==> src/rtl/fetch_ctrl.sv <==
// fetch_ctrl: instruction-fetch sequencer for the Core101 front end.
// Owns the architectural PC and picks the next PC by priority:
// correction from execute, then prediction, then PC+4. Keeps at most one
// memory request in flight and discards responses made stale by a correction.
//
// Ports:
//   clock_in, reset_in                 clock, synchronous active-high reset
//   fetch_correction_en/addr_in        execute-stage redirect
//   fetch_prediction_en/addr_in        predictor target for the held instruction
//   imem_req_valid/ready, _addr_out    instruction-memory request handshake
//   imem_resp_valid_in, _data_in       instruction-memory response
//   fetch_valid/ready, instr/pc/pred   instruction handoff to decode
module fetch_ctrl #(
  parameter int unsigned     XLEN       = 32,
  parameter logic [XLEN-1:0] RESET_ADDR = '0
) (
  input  logic            clock_in,
  input  logic            reset_in,
  input  logic            fetch_correction_en_in,
  input  logic [XLEN-1:0] fetch_correction_addr_in,
  input  logic            fetch_prediction_en_in,
  input  logic [XLEN-1:0] fetch_prediction_addr_in,
  output logic            imem_req_valid_out,
  input  logic            imem_req_ready_in,
  output logic [XLEN-1:0] imem_req_addr_out,
  input  logic            imem_resp_valid_in,
  input  logic [31:0]     imem_resp_data_in,
  output logic            fetch_valid_out,
  input  logic            fetch_ready_in,
  output logic [31:0]     fetch_instr_out,
  output logic [XLEN-1:0] fetch_pc_out,
  output logic            fetch_pred_out
);

  localparam int unsigned ILEN = 32;

  typedef enum logic [1:0] {
    IDLE = 2'd0,
    REQ  = 2'd1,
    WAIT = 2'd2,
    HOLD = 2'd3
  } state_e;

  state_e          state_q, state_d;
  logic [XLEN-1:0] pc_q, pc_d;
  logic            kill_q, kill_d;
  logic            pred_q, pred_d;
  logic [ILEN-1:0] instr_q, instr_d;
  logic [XLEN-1:0] out_pc_q, out_pc_d;
  logic            out_pred_q, out_pred_d;

  // State and datapath registers
  always_ff @(posedge clock_in) begin
    if (reset_in) begin
      state_q    <= IDLE;
      pc_q       <= RESET_ADDR;
      kill_q     <= 1'b0;
      pred_q     <= 1'b0;
      instr_q    <= '0;
      out_pc_q   <= '0;
      out_pred_q <= 1'b0;
    end else begin
      state_q    <= state_d;
      pc_q       <= pc_d;
      kill_q     <= kill_d;
      pred_q     <= pred_d;
      instr_q    <= instr_d;
      out_pc_q   <= out_pc_d;
      out_pred_q <= out_pred_d;
    end
  end

  // Next-state and next-PC selection
  always_comb begin
    state_d    = state_q;
    pc_d       = pc_q;
    kill_d     = kill_q;
    pred_d     = pred_q;
    instr_d    = instr_q;
    out_pc_d   = out_pc_q;
    out_pred_d = out_pred_q;

    unique case (state_q)
      IDLE: state_d = REQ;
      REQ: begin
        if (imem_req_ready_in) begin
          state_d = WAIT;
          // A correction in the accept cycle makes this request stale
          kill_d  = fetch_correction_en_in;
        end
      end
      WAIT: begin
        if (imem_resp_valid_in) begin
          kill_d = 1'b0;
          if (kill_q || fetch_correction_en_in) begin
            state_d = REQ;
          end else begin
            instr_d    = imem_resp_data_in;
            out_pc_d   = pc_q;
            out_pred_d = pred_q;
            state_d    = HOLD;
          end
        end else if (fetch_correction_en_in) begin
          kill_d = 1'b1;
        end
      end
      HOLD: begin
        if (fetch_correction_en_in) begin
          state_d = REQ;
        end else if (fetch_ready_in) begin
          pc_d    = fetch_prediction_en_in ? fetch_prediction_addr_in
                                           : pc_q + XLEN'(4);
          pred_d  = fetch_prediction_en_in;
          state_d = REQ;
        end
      end
      default: state_d = IDLE;
    endcase

    // Correction overrides every other PC source outside IDLE
    if (fetch_correction_en_in && (state_q != IDLE)) begin
      pc_d   = fetch_correction_addr_in;
      pred_d = 1'b0;
    end
  end

  // Handshake valids decode from the state register only
  assign imem_req_valid_out = (state_q == REQ);
  assign imem_req_addr_out  = pc_q;
  assign fetch_valid_out    = (state_q == HOLD);
  assign fetch_instr_out    = instr_q;
  assign fetch_pc_out       = out_pc_q;
  assign fetch_pred_out     = out_pred_q;

endmodule
==> config.mk <==
export PLATFORM = sky130hd
export DESIGN_NAME = fetch_ctrl
export DESIGN_NICKNAME = d
export VERILOG_FILES = /design/src/rtl/fetch_ctrl.sv
export SDC_FILE = /design/constraint.sdc
export NUM_CORES = 1
export LEC_CHECK = 0
export ABC_CLOCK_PERIOD_IN_PS = 2450
export CORE_AREA = 2 2 110 112
export DETAILED_ROUTE_END_ITERATION = 8
export DIE_AREA = 0 0 112 114
export PLACE_DENSITY = 0.76
export REMOVE_ABC_BUFFERS = 1
export SLEW_MARGIN = 20
export SYNTH_ARGS = -nofsm -noshare
export SYNTH_HDL_FRONTEND = slang
export SYNTH_SLANG_ARGS = --single-unit
==> constraint.sdc <==
create_clock -name clock_in -period 2.45 [get_ports clock_in]
set_input_delay 0.3675 -clock clock_in [delete_from_list [all_inputs] [get_ports clock_in]]
set_output_delay 0.3675 -clock clock_in [all_outputs]
set_load 0.01 [all_outputs]
=== Word level (Yosys, flattened, before mapping) ===
Cells that the tools add are included.

* Magnitude comparators: 0
* Bitwise gates (word level): 2
* Multipliers: 0
* Div/mod/pow operators: 0
* Mux-type cells: 15
* Reductions and logical operators: 13
* Shift-type cells: 0
* $add $sub $neg: 1
* Equality and inequality tests: 8

{| class="wikitable"
|+ Operators with widths
! operator !! count
|-
| $mux W32 || 5
|-
| $add A32 B3 Y32 const B || 1
|-
| $reduce_and A3 Y1 || 5
|-
| $mux W2 || 5
|-
| $pmux W2 S4 || 1
|-
| $reduce_bool A2 Y1 || 4
|-
| $eq A2 B2 Y1 const B || 2
|-
| $ne A2 B1 Y1 const B || 2
|-
| $mux W1 || 3
|-
| $ne A3 B2 Y1 const B || 1
|-
| $ne A3 B3 Y1 const B || 1
|-
| $eq A2 B1 Y1 const B || 1
|-
| $logic_not A2 Y1 || 1
|-
| $ne A2 B2 Y1 const B || 1
|-
| $not A1 Y1 || 2
|-
| $pmux W1 S2 || 1
|-
| $reduce_or A2 Y1 || 1
|-
| $logic_and A1 B1 Y1 || 1
|-
| $logic_or A1 B1 Y1 || 1
|}

* Memory bits (read-only): 0
* Word-level logic and storage cells: 46
* Output and inout port bits: 99
* Input bits: 103
* Register bits: 101
* Memories: 0
* Memory bits (writable): 0
* Bits in latches: 0

=== Logic depth before layout (Yosys ltp) ===
Gate-level depths: netlist of run 1.

* Depth after elaboration: 6
* Mapped depth: 9
* Mapped depth without buffers: 7

=== Worst setup path after synthesis of run 1 ===
OpenSTA, ideal clock, no wires.

* Path type: register -> register
* From: reg pc_q[6], in the netlist imem_req_addr_out[6]
* To: reg pc_q[23], in the netlist imem_req_addr_out[23]
* Path buffers: 2
* Arrival time: 1932 ps
* Slack: 396 ps
* Setup time: 122 ps
* Cell stages (with the launch flop): 7
* Period minus slack after synthesis: 2054 ps
* Required time: 2328 ps
* Cell sequence: dfxtp_1 -> buf_2 -> nand4_4 -> or4_1 -> buf_2 -> o311a_1 -> o32a_1

* Word-level cells in the longest chain between the ends: 6

{| class="wikitable"
|+ Ends and longest elaborated chain
! what !! RTL line !! source
|-
| start: declaration || 45 || <nowiki>logic [XLEN-1:0] pc_q, pc_d;</nowiki>
|-
| start signal: assignment || 64 || <nowiki>pc_q <= pc_d;</nowiki>
|-
| $add A32 B3 Y32 || 112 || <nowiki>: pc_q + XLEN'(4);</nowiki>
|-
| $mux W32 || 111 || <nowiki>pc_d = fetch_prediction_en_in ? fetch_prediction_addr_in</nowiki>
|-
| $mux W32 || 110 || <nowiki>end else if (fetch_ready_in) begin</nowiki>
|-
| $mux W32 || 108 || <nowiki>if (fetch_correction_en_in) begin</nowiki>
|-
| $mux W32 || 83 || <nowiki>unique case (state_q)</nowiki>
|-
| $mux W32 || 121 || <nowiki>if (fetch_correction_en_in && (state_q != IDLE)) begin</nowiki>
|}

No other way between the ends. The select of a mux whose other input is x is not followed.
A chain may end at the register's enable or synchronous reset.

=== Worst setup path in the final report of run 1 ===
* From: reg pc_q[5], in the netlist imem_req_addr_out[5]
* To: reg pc_q[31], in the netlist imem_req_addr_out[31]

The elaborated chain is that of the path after synthesis.

==> PnR_summary.wiki, run 1 <==
{| class="wikitable"
! Metric !! Value
|-
| Min-Delay Path Depth || 2
|-
| First-pass GRT wire length || 26.8 mm
|-
| Final ANT Viol Nets || 0
|-
| Leak || 2.60 nW
|-
| Row count || 40
|-
| Post-route DRC violation count || 0
|-
| Die Wd || 112 µm
|-
| Class of the most critical setup path || reg -> reg
|-
| CTS-repair resized insts || 0
|-
| Die Footprint || 12800 µm²
|-
| Power density of the placed cells || 508 nW/µm²
|-
| Non-filler cells, final || 1019
|-
| Run status || finished clean
|-
| Delay of the slowest critical-path stage || 0.50 ns
|-
| Slowest CP cell || sky130_fd_sc_hd__nor4_1
|-
| Drt wl/cell || 16.6 µm
|-
| Largest net degree at the start of global routing || 52
|-
| Global-route total usage across every layer || 25.6%
|-
| Via-per-instance ratio || 5.57
|-
| Count of hold-fix buffers inserted at cts || 0
|-
| Fraction of layout cells with a size suffix above 1 || 8.37%
|-
| Buffers from clock root to sink, at most || 2
|-
| Synthesized area per cell || 7.40 µm²
|-
| Cell Area, Placed || 7240 µm²
|-
| Total length of routed met3 wires || 1.18 mm
|-
| Starting density of the core || 41.8%
|-
| Synth Instances || 661
|-
| Achievable Freq || 462 MHz
|-
| CTS sink count || 101
|-
| Sequence of cells on the critical path || nand4_1 -> or3_1 -> nor4_1 -> mux2i_1 -> a211o_1
|-
| Total grt overflow || 0
|-
| Register-to-register path setup slack || 0.29 ns
|-
| Element type at the critical path end || flop
|-
| Number of buffers and inverters on the critical path || 0
|-
| Cell at the root of the clock tree || sky130_fd_sc_hd__clkbuf_16
|-
| End of the worst register-to-register path || imem_req_addr_out[31]$_SDFFE_PP0P_
|-
| Prevailing post-synth register cell || sky130_fd_sc_hd__dfxtp_1
|-
| Data arrival time of the critical path || 2.40 ns
|-
| Reg clk slew, reported paths || 0.07 ns
|-
| Area of the mapped netlist || 4890 µm²
|-
| # nets final || 975
|-
| Setup violators final || 0
|-
| Antenna diode instance count || 0
|-
| Met1 wire length || 7.09 mm
|-
| Min-Delay Path Class || in -> reg
|-
| First DRT Iteration DRCs || 406
|-
| Port-buffer cells || 201
|-
| Maximum ir drop on the vdd rail || 0.310 mV
|-
| Initial antenna violation count || 0
|-
| Die Ht || 114 µm
|-
| Met2 layer wire length in the routed design || 8.30 mm
|-
| Placement Setup Slack || 0.169 ns
|-
| Core region area || 11700 µm²
|-
| Least-Margin Pin Slew || 0.560 ns
|-
| Top cell family by delay on the critical path || simple AND/OR/NAND/NOR gates
|-
| Count of max-cap constraint violations || 0
|-
| Setup Total Neg Slack || 0 ns
|-
| Number of enable flip-flop cells after synthesis || 0
|-
| Post-layout instance area || 7520 µm²
|-
| Register bit total from synthesis || 101
|-
| Fraction of synthesis flops using an asynchronous set or reset pin || 0%
|-
| Number of setup buffers added after CTS || 0
|-
| Fin Clk Skew || 0.00751 ns
|-
| Area growth syn-to-layout || 53.8%
|-
| R2R Path Start || imem_req_addr_out[5]$_SDFFE_PP0P_
|-
| RePlAce Congestion || 0.922
|-
| Number of cells traversed by the worst register-to-register path || 5
|-
| Unrepaired setup endpoints after global routing || no
|-
| Count of unique library cells instantiated by Yosys || 54
|-
| Max H-tree Level || 3
|-
| Via count || 5673
|-
| Worst-case setup margin in the final layout || 0.288 ns
|-
| Via count of the first global-routing pass || 5445
|-
| Final critical-path required period || 2.16 ns
|-
| Fraction of the yosys area taken by sequential cells || 41.3%
|-
| Start point of the worst min-delay path || reset_in
|-
| Total Wirelength || 16.9 mm
|-
| Remaining max-slew budget at the tightest pin || 62.3%
|-
| First drt pass iteration count || 6
|-
| Uppermost metal layer occupied by signal nets || met4
|-
| Cts bufs inserted || 9
|-
| Critical path launch point type || flop
|-
| Share of the cycle needed by the critical path after routing || 88.3%
|-
| Cell count after placement || 1003
|-
| Path length in cells of the critical path || 5
|-
| Maximum fanout encountered on the critical timing path || 8
|-
| Total power || 3.82 mW
|-
| Critical path required time || 2.69 ns
|-
| Worst hold path endpoint || fetch_pc_out[20]$_SDFFE_PP0P_
|-
| DPL Wire Length || 12.5 mm
|-
| Total count of max-transition violations in the final report || 0
|-
| IO Pins || 202
|-
| Count of final hold-check violations || 0
|-
| Number of warnings printed during yosys synthesis || 0
|-
| Source-to-sink clock delay at the later pin of the worst-skew pair || 0.35 ns
|-
| TritonCTS clock tree || yes
|}
cell usage after synthesis, types with 7 or more instances:
cell type                  count  share of area (%)
sky130_fd_sc_hd__or3_1         7               0.89
sky130_fd_sc_hd__a31oi_1       9                1.2
sky130_fd_sc_hd__clkbuf_1     42                3.2
sky130_fd_sc_hd__nand2_1     181                 14
sky130_fd_sc_hd__o21ai_0      21                2.1
sky130_fd_sc_hd__nor2_1       31                2.4
sky130_fd_sc_hd__inv_1         8               0.61
sky130_fd_sc_hd__a21oi_1      91                9.3
sky130_fd_sc_hd__nor3_1       15                1.5
sky130_fd_sc_hd__nand4_1       7               0.89
sky130_fd_sc_hd__nand3_1      27                2.8
sky130_fd_sc_hd__and3_1       10                1.3
sky130_fd_sc_hd__dfxtp_1     101                 41
flip-flops by register name, indices dropped and copies added (netlist names):
| name | flops |
|---|---|
| fetch_pred_out | 1 |
| state_q | 2 |
| pred_q | 1 |
| imem_req_addr_out | 32 |
| kill_q | 1 |
| fetch_instr_out | 32 |
| fetch_pc_out | 32 |
report_power, final:
part           switching [mW]  internal (mW)
Combinational           0.306          0.383
Sequential             0.0631           1.70
Clock                   0.671          0.704
Total                    1.04           2.78
layer usage:
layer / global-route usage (%) / up-vias
met5: 0 / -
met4: 9.43 / 0
met3: 4.62 / 35
met2: 44.8 / 239
met1: 31.7 / 2654
li1: - / 2745
per-stage QoR:
stage	utilization [%]	hold WS (ns)
floorplan	-	0.426
global placement	61.8	0.441
detailed placement	61.8	0.444
CTS	64.3	0.202
global route	64.3	0.210
finish	64.3	0.210
area by class of cell:
cell class,instances,area [µm²]
Clock buffer,9,225
Clock inverter,7,57.6
Fill cell,1056,4190
Inverter,8,30.0
Multi-Input combinational cell,499,2640
Sequential cell,101,2020
Tap cell,147,184
Timing Repair Buffer,248,2360
worst reg2reg max path: stages (launching register included):
cell and delay (ns):
sky130_fd_sc_hd__dfxtp_1 0.49, sky130_fd_sc_hd__nand4_1 0.23, sky130_fd_sc_hd__or3_1 0.40, sky130_fd_sc_hd__nor4_1 0.51
sky130_fd_sc_hd__mux2i_1 0.15, sky130_fd_sc_hd__a211o_1 0.28
layout by cell type, fill, tap and decap left out, types with 5 or more instances in the layout:
cell and instances:
sky130_fd_sc_hd__clkdlybuf4s50_1 200, sky130_fd_sc_hd__nand2_1 181, sky130_fd_sc_hd__dfxtp_1 101, sky130_fd_sc_hd__a21oi_1 91, sky130_fd_sc_hd__buf_4 48, sky130_fd_sc_hd__nor2_1 31
sky130_fd_sc_hd__nand3_1 26, sky130_fd_sc_hd__o21ai_0 21, sky130_fd_sc_hd__nor3_1 14, sky130_fd_sc_hd__and3_1 10, sky130_fd_sc_hd__a31oi_1 9, sky130_fd_sc_hd__clkbuf_16 9
sky130_fd_sc_hd__inv_1 8, sky130_fd_sc_hd__nand4_1 7, sky130_fd_sc_hd__or3_1 7, sky130_fd_sc_hd__a311oi_1 6, sky130_fd_sc_hd__nor4_1 6, sky130_fd_sc_hd__a221oi_1 6
sky130_fd_sc_hd__o211ai_1 5, sky130_fd_sc_hd__ha_1 5
how the worst max path moves through the flow:
stage / to / slack (ns) / start
floorplan: fetch_instr_out[0]$_SDFFE_PP0P_ / -1.79 / state_q[0]$_SDFFE_PP0P_
global placement: imem_req_addr_out[23]$_SDFFE_PP0P_ / 0.25 / fetch_correction_en_in
detailed placement: imem_req_addr_out[23]$_SDFFE_PP0P_ / 0.17 / fetch_correction_en_in
CTS: imem_req_addr_out[17]$_SDFFE_PP0P_ / 0.29 / imem_req_addr_out[5]$_SDFFE_PP0P_
global route: imem_req_addr_out[12]$_SDFFE_PP0P_ / 0.15 / state_q[0]$_SDFFE_PP0P_
finish: imem_req_addr_out[31]$_SDFFE_PP0P_ / 0.29 / imem_req_addr_out[5]$_SDFFE_PP0P_
cells by family after synthesis:
| logic type | Yosys count | share of synthesized area (%) |
|---|---|---|
| XOR/XNOR | 6 | 1.07 |
| multiplexers | 3 | 0.614 |
| AND/OR/NAND/NOR | 305 | 28.0 |
| adder cells (fa/ha/maj) | 5 | 1.28 |
| AO/OA/AOI/OAI | 180 | 22.8 |
| buffers and inverters | 61 | 4.91 |
| flip-flops | 101 | 41.3 |
(Power assumes the default switching activity.)
==> run 2: changes to the inputs <==
ABC_AREA = 0   (was unset)
CTS_CLUSTER_DIAMETER = 30   (was unset)
==> results of run 2 <==
Final layout, timing and power as in run 1 (identical DEF).
==> run 3: changes to the inputs <==
--- a/config.mk
+++ b/config.mk
@@ -14,4 +14,5 @@
 export PLACE_DENSITY = 0.76
 export REMOVE_ABC_BUFFERS = 1
+export SKIP_LAST_GASP = 1
 export SLEW_MARGIN = 20
 export SYNTH_ARGS = -nofsm -noshare
==> constraint.sdc (replaced) <==
create_clock -name clock_in -period 2.45 [get_ports clock_in]
set_input_delay 0.3675 -clock clock_in [delete_from_list [all_inputs] [get_ports clock_in]]
set_output_delay 0.3675 -clock clock_in [all_outputs]
set_load 0.1 [all_outputs]
==> PnR_summary.wiki, run 3 (synthesis results as in run 1) <==
{| class="wikitable"
! Metric !! Value
|-
| Die Footprint || 12800 µm² (unchanged)
|-
| Cell at the root of the clock tree || sky130_fd_sc_hd__clkbuf_16
|-
| Maximum ir drop on the vdd rail || 0.368 mV (+19%)
|-
| Worst-case setup margin in the final layout || 0.292 ns (+0.00426 ns)
|-
| RePlAce Congestion || 0.887 (-3.8%)
|-
| Via count of the first global-routing pass || 5267 (-3.3%)
|-
| CTS sink count || 101 (unchanged)
|-
| Reg clk slew, reported paths || 0.07 ns (about the same)
|-
| Global-route total usage across every layer || 25.1% (-0.52 points)
|-
| Element type at the critical path end || flop
|-
| DPL Wire Length || 12.0 mm (-4.1%)
|-
| Die Wd || 112 µm (unchanged)
|-
| Fin Hold WS || 0.209 ns (-0.00167 ns)
|-
| Met3 layer usage reported by global route || 4.04% (-0.58 points)
|-
| Achievable Freq || 463 MHz (+0.20%)
|-
| IO Pins || 202 (unchanged)
|-
| Final critical-path required period || 2.16 ns (-0.00426 ns)
|-
| Via-per-instance ratio || 5.57 (about the same)
|-
| Commonest non-fill, non-tap cells in the layout || sky130_fd_sc_hd__nand2_1, sky130_fd_sc_hd__buf_4, sky130_fd_sc_hd__dfxtp_1, sky130_fd_sc_hd__clkdlybuf4s50_1, sky130_fd_sc_hd__a21oi_1
|-
| Final ANT Viol Nets || 0 (unchanged)
|-
| Cts bufs inserted || 9 (unchanged)
|-
| Power density of the placed cells || 582 nW/µm² (+15%)
|-
| Leak || 2.78 nW (+6.8%)
|-
| Starting density of the core || 41.8% (unchanged)
|-
| Unrepaired setup endpoints after global routing || no
|-
| First-pass GRT wire length || 26.1 mm (-2.5%)
|-
| # nets final || 966 (-0.92%)
|-
| Source-to-sink clock delay at the later pin of the worst-skew pair || 0.35 ns (about the same)
|-
| Count of final hold-check violations || 0 (unchanged)
|-
| Row count || 40 (unchanged)
|-
| Total Wirelength || 16.4 mm (-2.7%)
|-
| Antenna diode instance count || 0 (unchanged)
|-
| Fraction of layout cells with a size suffix above 1 || 18.9% (+11 points)
|-
| Placement Setup Slack || 0.229 ns (+0.0600 ns)
|-
| Most frequent standard cell in the layout excluding fill and tap cells || sky130_fd_sc_hd__nand2_1
|-
| Post-layout instance area || 7260 µm² (-3.5%)
|-
| Number of setup buffers added after CTS || 0 (unchanged)
|-
| Data arrival time of the critical path || 2.40 ns (about the same)
|-
| Share of the cycle needed by the critical path after routing || 88.1% (-0.17 points)
|-
| Buffers from clock root to sink, at most || 2 (unchanged)
|-
| Min-Delay Path Class || in -> reg
|-
| Global-route track usage on met2 || 42.1% (-2.7 points)
|-
| Die Ht || 114 µm (unchanged)
|-
| TritonCTS clock tree || yes
|-
| Critical path launch point type || flop
|-
| Via count || 5624 (-0.86%)
|-
| Post-route DRC violation count || 0 (unchanged)
|-
| Fin Clk Skew || 0.00637 ns (-0.00114 ns)
|-
| Core region area || 11700 µm² (unchanged)
|-
| Largest net degree at the start of global routing || 56 (+7.7%)
|-
| First DRT Iteration DRCs || 459 (+13%)
|-
| Max H-tree Level || 3 (unchanged)
|-
| Busiest metal layer after global routing || met2
|-
| Total grt overflow || 0 (unchanged)
|-
| CTS-repair resized insts || 0 (unchanged)
|-
| Class of the most critical setup path || reg -> reg
|-
| Setup violators final || 0 (unchanged)
|-
| Remaining max-slew budget at the tightest pin || 61.7% (-0.63 points)
|-
| First drt pass iteration count || 5 (-1)
|-
| Run status || finished clean
|-
| Least-Margin Pin Slew || 0.568 ns (+0.00867 ns)
|-
| Port-buffer cells || 201 (unchanged)
|-
| Area growth syn-to-layout || 48.4%
|-
| Critical path required time || 2.70 ns (about the same)
|-
| Count of hold-fix buffers inserted at cts || 0 (unchanged)
|-
| Global-route track usage on met1 || 31.9% (+0.25 points)
|-
| Total count of max-transition violations in the final report || 0 (unchanged)
|-
| Cell Area, Placed || 6960 µm² (-3.8%)
|-
| Drt wl/cell || 16.3 µm (-1.8%)
|-
| Maximum fanout encountered on the critical timing path || 9 (+1)
|-
| Initial antenna violation count || 0 (unchanged)
|-
| Count of max-cap constraint violations || 0 (unchanged)
|}
run 3: final cells by class:
type                       count  area, µm²
inverter                       8       30.0
clock inverter                 7       72.6
tap                          147        184
multi-input combinational    499       2640
sequential                   101       2020
timing repair buffer         239       2080
clock buffer                   9        225
fill                        1054       4450
run 3: worst paths after layout:
| path | from | endpoint | slack (ns) | depth (start not counted) |
|---|---|---|---|---|
| setup / recovery | imem_req_addr_out[4]$_SDFFE_PP0P_ | imem_req_addr_out[31]$_SDFFE_PP0P_ | 0.29 | 5 |
| hold / removal | reset_in | fetch_pc_out[19]$_SDFFE_PP0P_ | 0.21 | 2 |
| setup reg to reg | imem_req_addr_out[4]$_SDFFE_PP0P_ | imem_req_addr_out[31]$_SDFFE_PP0P_ | 0.29 | 5 |
| hold reg to reg | fetch_instr_out[2]$_SDFFE_PP0P_ | fetch_instr_out[2]$_SDFFE_PP0P_ | 0.46 | 2 |
run 3: per-layer routing:
metal | up-vias | wire length [µm]
met1 | 2595 | 7010
met5 | - | 0
met2 | 259 | 7880
met4 | 0 | 410
met3 | 35 | 1140
li1 | 2735 | -
run 3: report_power, final:
part	internal, mW	switching, mW
Clock	0.796	0.658
Combinational	0.359	0.649
Sequential	1.70	0.0695
run 3: worst max-delay path, cell delays in order (launching register included):
cell and delay (ns):
sky130_fd_sc_hd__dfxtp_1 0.49, sky130_fd_sc_hd__nand4_1 0.24, sky130_fd_sc_hd__or3_1 0.38, sky130_fd_sc_hd__nor4_1 0.51, sky130_fd_sc_hd__mux2i_1 0.15, sky130_fd_sc_hd__a211o_1 0.28
run 3: stage by stage:
stage          cells  util [%]  TNS, ns  power [mW]
2_1_floorplan    608         -  -127.54        2.39
3_3_place_gp     994      59.5        0        2.79
3_5_place_dp     994      59.5        0        2.81
4_1_cts         1010      62.0        0        4.25
5_1_grt         1010      62.0        0        4.37
6_report        1010      62.0        0        4.23
